[src/rtl/pong_match_controller_pkg.sv]
// Shared definitions for the pong match sequencer: state codes, winner codes,
// score limits and a saturating score increment helper.
package pong_match_controller_pkg;

  typedef enum logic [2:0] {
    S_IDLE       = 3'b000,
    S_COUNTDOWN  = 3'b001,
    S_PLAY       = 3'b010,
    S_PAUSED     = 3'b011,
    S_POINT_HOLD = 3'b100,
    S_GAME_OVER  = 3'b101
  } match_state_t;

  localparam logic [1:0] WIN_NONE = 2'b00;
  localparam logic [1:0] WIN_P1   = 2'b01;
  localparam logic [1:0] WIN_P2   = 2'b10;

  localparam logic [3:0] BCD_MAX   = 4'd9;
  localparam logic [6:0] SCORE_MAX = 7'd99;

  // Score after one more point, pinned at SCORE_MAX.
  function automatic logic [6:0] sat_inc(input logic [6:0] v);
    return (v == SCORE_MAX) ? v : v + 7'd1;
  endfunction

endpackage

[src/rtl/pong_match_controller_bcd_score_counter.sv]
// Per-player score: binary value plus a BCD ones/tens pair, saturating at 99.
module pong_match_controller_bcd_score_counter
  import pong_match_controller_pkg::*;
(
  input  logic       clk100Hz,
  input  logic       reset,
  input  logic       clear,
  input  logic       inc,
  output logic [3:0] ones,
  output logic [3:0] tens,
  output logic [6:0] value
);

  // Binary and BCD views advance together so the display never lags the win logic.
  always_ff @(posedge clk100Hz) begin
    if (reset || clear) begin
      value <= '0;
      ones  <= '0;
      tens  <= '0;
    end else if (inc && (value != SCORE_MAX)) begin
      value <= value + 7'd1;
      if (ones == BCD_MAX) begin
        ones <= '0;
        tens <= tens + 4'd1;
      end else begin
        ones <= ones + 4'd1;
      end
    end
  end

endmodule

[src/rtl/pong_match_controller.sv]
// Match-level sequencer above the rally datapath: start handshake, countdown,
// run/pause gating, point intake with BCD scoring, serve direction, win/game-over.
// Build option: define PONG_DEUCE_EN to require a 2-point lead to win (99 always wins).
module pong_match_controller
  import pong_match_controller_pkg::*;
#(
  parameter int unsigned WIN_SCORE   = 11,
  parameter int unsigned COUNT_TICKS = 100,
  parameter int unsigned HOLD_TICKS  = 50,
  parameter int unsigned OVER_TICKS  = 300
) (
  input  logic       clk100Hz,
  input  logic       reset,
  input  logic       btn_1_up,
  input  logic       btn_1_down,
  input  logic       btn_2_up,
  input  logic       btn_2_down,
  input  logic       pause,
  input  logic       point_1,
  input  logic       point_2,
  output logic       run,
  output logic       field_clear,
  output logic       serve_left,
  output logic [1:0] countdown_val,
  output logic [3:0] score_1_ones,
  output logic [3:0] score_1_tens,
  output logic [3:0] score_2_ones,
  output logic [3:0] score_2_tens,
  output logic [1:0] winner,
  output logic [2:0] match_state
);

  localparam logic [6:0] WinS      = 7'(WIN_SCORE);
  localparam logic [8:0] CountLast = 9'(COUNT_TICKS - 1);
  localparam logic [8:0] HoldLast  = 9'(HOLD_TICKS - 1);
  localparam logic [8:0] OverT     = 9'(OVER_TICKS);

  match_state_t state;
  logic [8:0]   tick;
  logic [6:0]   score_1_bin, score_2_bin;
  logic [6:0]   next_1, next_2;
  logic         both_pressed, any_pressed, over_done;
  logic         score_clear, inc_1, inc_2;
  logic         p1_wins, p2_wins;

  assign match_state = state;

  // Button decode (active-low) and score-counter controls for this cycle.
  always_comb begin
    both_pressed = (~btn_1_up | ~btn_1_down) & (~btn_2_up | ~btn_2_down);
    any_pressed  = ~(btn_1_up & btn_1_down & btn_2_up & btn_2_down);
    over_done    = (tick >= OverT);
    score_clear  = ((state == S_IDLE) && both_pressed) ||
                   ((state == S_GAME_OVER) && over_done && any_pressed);
    inc_1        = (state == S_PLAY) && point_1 && !point_2;
    inc_2        = (state == S_PLAY) && point_2 && !point_1;
  end

  // Win decision is made on the score as it will be after this point.
  always_comb begin
    next_1 = sat_inc(score_1_bin);
    next_2 = sat_inc(score_2_bin);
`ifdef PONG_DEUCE_EN
    p1_wins = (next_1 == SCORE_MAX) ||
              ((next_1 >= WinS) && ({1'b0, next_1} >= ({1'b0, score_2_bin} + 8'd2)));
    p2_wins = (next_2 == SCORE_MAX) ||
              ((next_2 >= WinS) && ({1'b0, next_2} >= ({1'b0, score_1_bin} + 8'd2)));
`else
    p1_wins = (next_1 >= WinS);
    p2_wins = (next_2 >= WinS);
`endif
  end

  pong_match_controller_bcd_score_counter u_score_1 (
    .clk100Hz (clk100Hz),
    .reset    (reset),
    .clear    (score_clear),
    .inc      (inc_1),
    .ones     (score_1_ones),
    .tens     (score_1_tens),
    .value    (score_1_bin)
  );

  pong_match_controller_bcd_score_counter u_score_2 (
    .clk100Hz (clk100Hz),
    .reset    (reset),
    .clear    (score_clear),
    .inc      (inc_2),
    .ones     (score_2_ones),
    .tens     (score_2_tens),
    .value    (score_2_bin)
  );

  // Match FSM with registered outputs; tick is zeroed on every state entry.
  always_ff @(posedge clk100Hz) begin
    if (reset) begin
      state         <= S_IDLE;
      tick          <= '0;
      run           <= 1'b0;
      field_clear   <= 1'b0;
      serve_left    <= 1'b1;
      countdown_val <= 2'd0;
      winner        <= WIN_NONE;
    end else begin
      field_clear <= 1'b0;
      tick        <= tick + 9'd1;
      case (state)
        S_IDLE: begin
          if (both_pressed) begin
            state         <= S_COUNTDOWN;
            tick          <= '0;
            serve_left    <= 1'b1;
            field_clear   <= 1'b1;
            countdown_val <= 2'd3;
          end
        end
        S_COUNTDOWN: begin
          if (pause) begin
            tick <= tick;
          end else if (tick == CountLast) begin
            tick <= '0;
            if (countdown_val == 2'd1) begin
              state         <= S_PLAY;
              countdown_val <= 2'd0;
              run           <= 1'b1;
            end else begin
              countdown_val <= countdown_val - 2'd1;
            end
          end
        end
        S_PLAY: begin
          // A point always wins over a simultaneous pause request.
          if (point_1 && point_2) begin
            state       <= S_POINT_HOLD;
            tick        <= '0;
            run         <= 1'b0;
            field_clear <= 1'b1;
          end else if (point_1 || point_2) begin
            tick       <= '0;
            run        <= 1'b0;
            serve_left <= point_2;
            if (point_1 ? p1_wins : p2_wins) begin
              state  <= S_GAME_OVER;
              winner <= point_1 ? WIN_P1 : WIN_P2;
            end else begin
              state       <= S_POINT_HOLD;
              field_clear <= 1'b1;
            end
          end else if (pause) begin
            state <= S_PAUSED;
            tick  <= '0;
            run   <= 1'b0;
          end
        end
        S_POINT_HOLD: begin
          if (tick == HoldLast) begin
            state <= S_PLAY;
            tick  <= '0;
            run   <= 1'b1;
          end
        end
        S_PAUSED: begin
          if (!pause) begin
            state         <= S_COUNTDOWN;
            tick          <= '0;
            countdown_val <= 2'd3;
          end
        end
        S_GAME_OVER: begin
          // Tick parks at the lockout limit so it cannot wrap back into lockout.
          if (over_done) begin
            tick <= tick;
            if (any_pressed) begin
              state  <= S_IDLE;
              tick   <= '0;
              winner <= WIN_NONE;
            end
          end
        end
        default: begin
          state <= S_IDLE;
          tick  <= '0;
          run   <= 1'b0;
        end
      endcase
    end
  end

endmodule

[config.mk]
export PLATFORM = sky130hd
export DESIGN_NAME = pong_match_controller
export DESIGN_NICKNAME = d
export VERILOG_FILES = /design/src/rtl/pong_match_controller_pkg.sv /design/src/rtl/pong_match_controller_bcd_score_counter.sv /design/src/rtl/pong_match_controller.sv
export SDC_FILE = /design/constraint.sdc
export NUM_CORES = 1
export LEC_CHECK = 0
export CAP_MARGIN = 30
export CORE_MARGIN = 4
export CORE_UTILIZATION = 50
export DETAILED_ROUTE_END_ITERATION = 10
export HOLD_SLACK_MARGIN = 0.03
export PLACE_DENSITY = 0.82
export SYNTH_ARGS = -nofsm -noshare
export SYNTH_HDL_FRONTEND = slang
export SYNTH_SLANG_ARGS = --single-unit
[constraint.sdc]
create_clock -name clk100Hz -period 2.5 [get_ports clk100Hz]
set_input_delay 0.5 -clock clk100Hz [delete_from_list [all_inputs] [get_ports clk100Hz]]
set_output_delay 0.5 -clock clk100Hz [all_outputs]
set_load 0.005 [all_outputs]
# == Word level (Yosys, flattened, before mapping) ==
# Cells that the tools add are included.
# W data, S select, Z words.
# totals
regBits,49
inputBits,9
output_inout_bits,26
word_cells,150
# classes
add_sub_neg,8
order_cmp,3
eq_ne,27
mux,59
bitwise_logic,12
reduce_logical,28
# op_table
cell,count
$mux W9,10
$pmux W9 S6,1
$mux W3,11
$mux W2,11
$ne A2 B2 Y1 const B,9
$pmux W3 S6,1
$add A4 B1 Y4 const B,4
$mux W1,16
$add A7 B1 Y7 const B,2
$eq A7 B7 Y1 const B,2
$ge A7 B4 Y1 const B,2
$mux W7,2
$ne A7 B7 Y1 const B,2
$reduce_and A6 Y1,2
$logic_and A1 B1 Y1,10
$add A9 B1 Y9 const B,1
$eq A9 B6 Y1 const B,1
$eq A9 B7 Y1 const B,1
$ge A9 B9 Y1 const B,1
$reduce_and A9 Y1,1
$eq A4 B4 Y1 const B,2
$mux W4,2
$eq A3 B2 Y1 const B,2
$eq A3 B3 Y1 const B,2
22 further kinds,39

# == Longest topological paths before layout ==
# logic_depth
word_depth,8
depth_mapped,9
mapped_depth_nobuf,8

# == Modules after synthesis ==
# A second synthesis with hierarchy kept.
# hier_totals
hier_cells,326
hier_area_um2,2877.8
# modules_own_cells
module,instances,cells_each,area_each_um2,seq_area_each_um2
pong_match_controller_bcd_score_counter,2,76,726.9,300.3
pong_match_controller,1,174,1423.9,380.4

# == Least setup slack after synthesis ==
# Ideal clock, no wire load.
# synth_timing
kind,register -> register
startpoint,reg tick[7]
endpoint,reg state[1] (netlist: match_state[1])
setup_ps,74
t_arrival_ps,2141
required_time_ps,2426
slack_ps,284
stages_incl_launch_ff,7
path_buffers,0
synth_period_minus_slack_ps,2216
cell_sequence,dfxtp_1 > or4b_4 > nor4_2 > o211ai_2 > or3_4 > or3_1 > a31oi_1
# synth_between
elab_chain_cells,3
word_cells_on_any_way,7
classes_between,order compare: 1; eq/ne: 5; reduce/logical: 1
# synth_rtl
element,line,source
from (decl),pong_match_controller.sv:39,logic [8:0] tick;
from (signal assigned),pong_match_controller.sv:106,tick <= tick + 9'd1;
from (signal assigned),pong_match_controller.sv:119,tick <= tick;
from (signal assigned),pong_match_controller.sv:172,tick <= tick;
$ge A9 B9 Y1 (tied with other cells),pong_match_controller.sv:52,over_done = (tick >= OverT);
$ne A2 B2 Y1 (no line),--,
$reduce_and A9 Y1 (no line) (*),--,
to (signal assigned),pong_match_controller.sv:97,state <= S_IDLE;
to (signal assigned),pong_match_controller.sv:110,state <= S_COUNTDOWN;
to (signal assigned),pong_match_controller.sv:123,state <= S_PLAY;
to (decl),pong_match_controller.sv:38,match_state_t state;
# Every way passes the cells marked *; elsewhere a longest branch is shown, timed or not.
# A chain may end at the register's enable or synchronous reset.

# == Worst setup path after layout ==
# Ends and elaborated chain as after synthesis.

==> results.rst <==
.. list-table::
   :header-rows: 1

   * - Metric
     - Value
   * - Result of the run
     - complete, no violations
   * - Chip width
     - 82.22 um
   * - Min Tclk post-route
     - 2.381 ns
   * - Maximum number of pins on one net before global-route repair
     - 31
   * - Area of the die
     - 0.006759 mm2
   * - Hold wc startpoint
     - u_score_2.ones[3]
   * - Standard-cell row count
     - 26
   * - Number of buffer cells added on primary ports
     - 34
   * - Setup repair bufs after CTS
     - 0
   * - TritonCTS clock tree
     - built
   * - Period utilization
     - 0.9523
   * - Async SR Flop Fraction
     - 0
   * - Proportion of layout cells with a drive suffix above 1
     - 0.09115
   * - Wire length per cell after detailed routing
     - 13.65 um
   * - Vertical die dimension
     - 82.22 um
   * - Number of antenna violations at the first check in global routing
     - 0
   * - Worst min path class
     - flip-flop to flip-flop
   * - Setup repair after global routing missed its margin
     - false
   * - Final Non-Filler Cells
     - 454
   * - Capturing point of the worst reg2reg path
     - match_state[1]
   * - Post-route design area
     - 0.003376 mm2
   * - Final core utilization
     - 0.6445
   * - Antenna Nets Post-Route
     - 0
   * - Clock buffers created by TritonCTS
     - 5
   * - Cell Chain, Critical Path
     - or4b_4 -> nor4_2 -> o211ai_2 -> or3_4 -> or3_1 -> a31oi_1
   * - Detailed placer's ending HPWL
     - 4485 um
   * - First-pass GRT wire length
     - 10820 um
   * - R2R Setup Slk
     - 0.12 ns
   * - Final hold viol count
     - 0
   * - Total inserted antenna cells
     - 0
   * - Required time reported for the critical path endpoint
     - 2.75 ns
   * - Worst relative slew slack
     - 0.5700
   * - Number of unique standard cell types used by synthesis
     - 51
   * - Number of search-and-repair iterations in the first detailed-routing pass
     - 4
   * - Worst-path fanout max
     - 5
   * - Crit Reg-Reg Startpoint
     - tick[7]
   * - Power per cell area
     - 452.5 mW/mm2
   * - Accumulated negative setup slack
     - 0 ns
   * - Post-synth EDFFs
     - 0
   * - Area of the placeable core
     - 0.005238 mm2
   * - Hold Path Cell Cnt
     - 2
   * - Post-layout nets
     - 401
   * - Number of fillers in the final layout
     - 458
   * - Detailed Route Iter0 Violations
     - 112
   * - Achievable clock frequency
     - 0.4201 GHz
   * - Number of buffers added to fix hold violations after cts
     - 0
   * - Clock-pin slew of the registers on the worst-case setup and hold paths
     - 0.11 ns
   * - CTS Buffer Depth
     - 2
   * - Routability cong.
     - 0.8879
   * - Number of remaining DRC errors
     - 0
   * - Final worst hold slack
     - 0.5162 ns
   * - Vias post-DR
     - 2559
   * - Crit end category
     - flip-flop
   * - Cell count after placement
     - 446
   * - Hold EP
     - u_score_2.ones[3]
   * - Worst supply voltage drop on vdd
     - 0.2607 mV
   * - Warning count from the yosys run
     - 0
   * - Flops & latches, synth
     - 49
   * - Crit-path slowest cell
     - or4b_4
   * - Via density
     - 5.637
   * - Area after detailed placement
     - 0.003284 mm2
   * - CTS Root Cell
     - clkbuf_8
   * - Total leakage power
     - 0.001216 uW
   * - Crit start category
     - flip-flop
   * - Maximum level of the CTS H-tree
     - 2
   * - Mean cell area of the mapped netlist
     - 8.172 um2
   * - Sinks on the clock net
     - 49
   * - Number of top-level design ports
     - 35
   * - Global-route congestion overflow total
     - 0
   * - Count of instances resized after the clock tree is built
     - 0
   * - Number of global-route vias before repair
     - 2501
   * - Arrival time at the worst endpoint
     - 2.63 ns
   * - Skew final
     - 0.01270 ns
   * - Nets in the synthesized netlist
     - 355
   * - Stage delay of the slowest cell on the critical path
     - 0.57 ns
   * - Insertion delay to the later sink of the worst-skew pair
     - 0.31 ns
   * - Number of cells traversed by the worst register-to-register path
     - 6
   * - Area growth syn-to-layout
     - 22.58%
   * - Number of setup violations in the final report
     - 0
   * - Max-capacitance violation count
     - 0
   * - Type of the worst setup path
     - flip-flop to flip-flop
   * - Netlist area before placement
     - 0.002754 mm2
   * - Portion of the post-synthesis area used by sequential elements
     - 0.3562
   * - Fin. max-slew vios
     - 0
   * - Wire length after detailed routing
     - 6196 um
   * - Top flip-flop cell by instance count after synthesis
     - dfxtp_1
   * - Synthesized netlist cell count
     - 337
   * - Slew of the pin with the lowest slew margin
     - 0.6436 ns
   * - All-layer global routing usage
     - 0.2001
   * - Initial standard-cell utilization of the core
     - 0.5258
critical path, delay by kind of cell, from the launching register on:
| kind | cells | cell delay, ns |
|---|---|---|
| flip-flops | 1 | 0.36 |
| AND/OR/NAND/NOR | 4 | 1.67 |
| AO/OA/AOI/OAI | 2 | 0.30 |
cell families after synthesis:
logic type                 after synthesis  share of synthesized area
buffers and inverters                   28                    0.03816
DFF                                     49                     0.3562
xor gates and xnor gates                27                    0.08587
muxes                                    4                    0.01454
adders and majority gates                9                    0.04089
and+or+nand+nor                        149                     0.2894
AOI/OAI and AO/OA                       71                     0.1749
cells in the mapped netlist (8+ instances only):
master | instances | area share
xor2_1 | 14 | 0.045
ha_1 | 9 | 0.041
inv_1 | 14 | 0.019
a21oi_1 | 18 | 0.033
nand3_1 | 8 | 0.015
nand2_1 | 22 | 0.030
xnor2_1 | 13 | 0.041
dfxtp_1 | 49 | 0.36
clkbuf_1 | 14 | 0.019
nor2b_1 | 10 | 0.023
o21ai_0 | 18 | 0.033
or3_1 | 8 | 0.018
nor2_1 | 53 | 0.072
nand4_1 | 10 | 0.023
routing by layer:
metal | vias up | global-route usage | wire length [um]
met5 | - | 0 | 0
met4 | 0 | 0.06645 | 82
met3 | 10 | 0.03471 | 237
met2 | 52 | 0.3438 | 2912
met1 | 1206 | 0.2518 | 2963
li1 | 1291 | - | -
how the worst max path moves through the flow:
stage / start / to / slack, ns
5_1_grt: tick[7] / match_state[1] / 0.001
4_1_cts: tick[7] / match_state[1] / 0.13
2_1_floorplan: tick[7] / match_state[1] / 0.28
3_3_place_gp: btn_1_up / match_state[1] / 0.13
3_5_place_dp: btn_1_up / match_state[1] / 0.11
6_report: tick[7] / match_state[1] / 0.12
power by group:
part	leakage, uW	switching, uW	internal (uW)
Clock	0.0000481	286	199
Sequential	0.000396	17.2	797
Combinational	0.000772	118	109
Total	0.00122	422	1110
state kept, by name, summed over array words and instances, names as in the netlist:
signal	count
countdown_val	2
field_clear	1
match_state	3
run	1
serve_left	1
tick	9
u_score_1.ones	4
u_score_1.tens	4
u_score_1.value	7
u_score_2.ones	4
u_score_2.tens	4
u_score_2.value	7
winner	2
through the flow:
step                      total power (uW)  worst slack (ns)
after floorplan                      964.9            0.2845
after global placement                1055            0.1304
after detailed placement              1060            0.1101
after CTS                             1536            0.1256
after global routing                  1595          0.001021
final                                 1528            0.1194
cell type report:
class,count,area (um2),area share
multi-input combinational,260,1668,0.4941
inverter,14,52.55,0.01557
timing repair buffer,53,495.5,0.1468
clock buffer,5,68.82,0.02039
clock inverter,3,22.52,0.006672
tap,70,87.58,0.02595
sequential,49,980.9,0.2906
cell usage in the layout, fill, tap and decap left out, types with 3 or more instances in the layout:
cell and instances:
a21o_1 4, nand2b_1 3, or3_1 8, nor3_1 5, clkdlybuf4s50_1 34, clkbuf_8 5, buf_4 18, nand3b_1 4
nor2_1 53, a31oi_1 3, o211ai_1 3, nand2_1 22, o21ai_0 18, xor2_1 14, nor3b_1 6, xnor2_1 13
inv_1 14, nor2b_1 10, and3_1 5, nand3_1 8, o21a_1 5, dfxtp_1 49, nand4_1 10, mux2i_1 4
ha_1 9, a21oi_1 18
(Power assumes the default switching activity.)
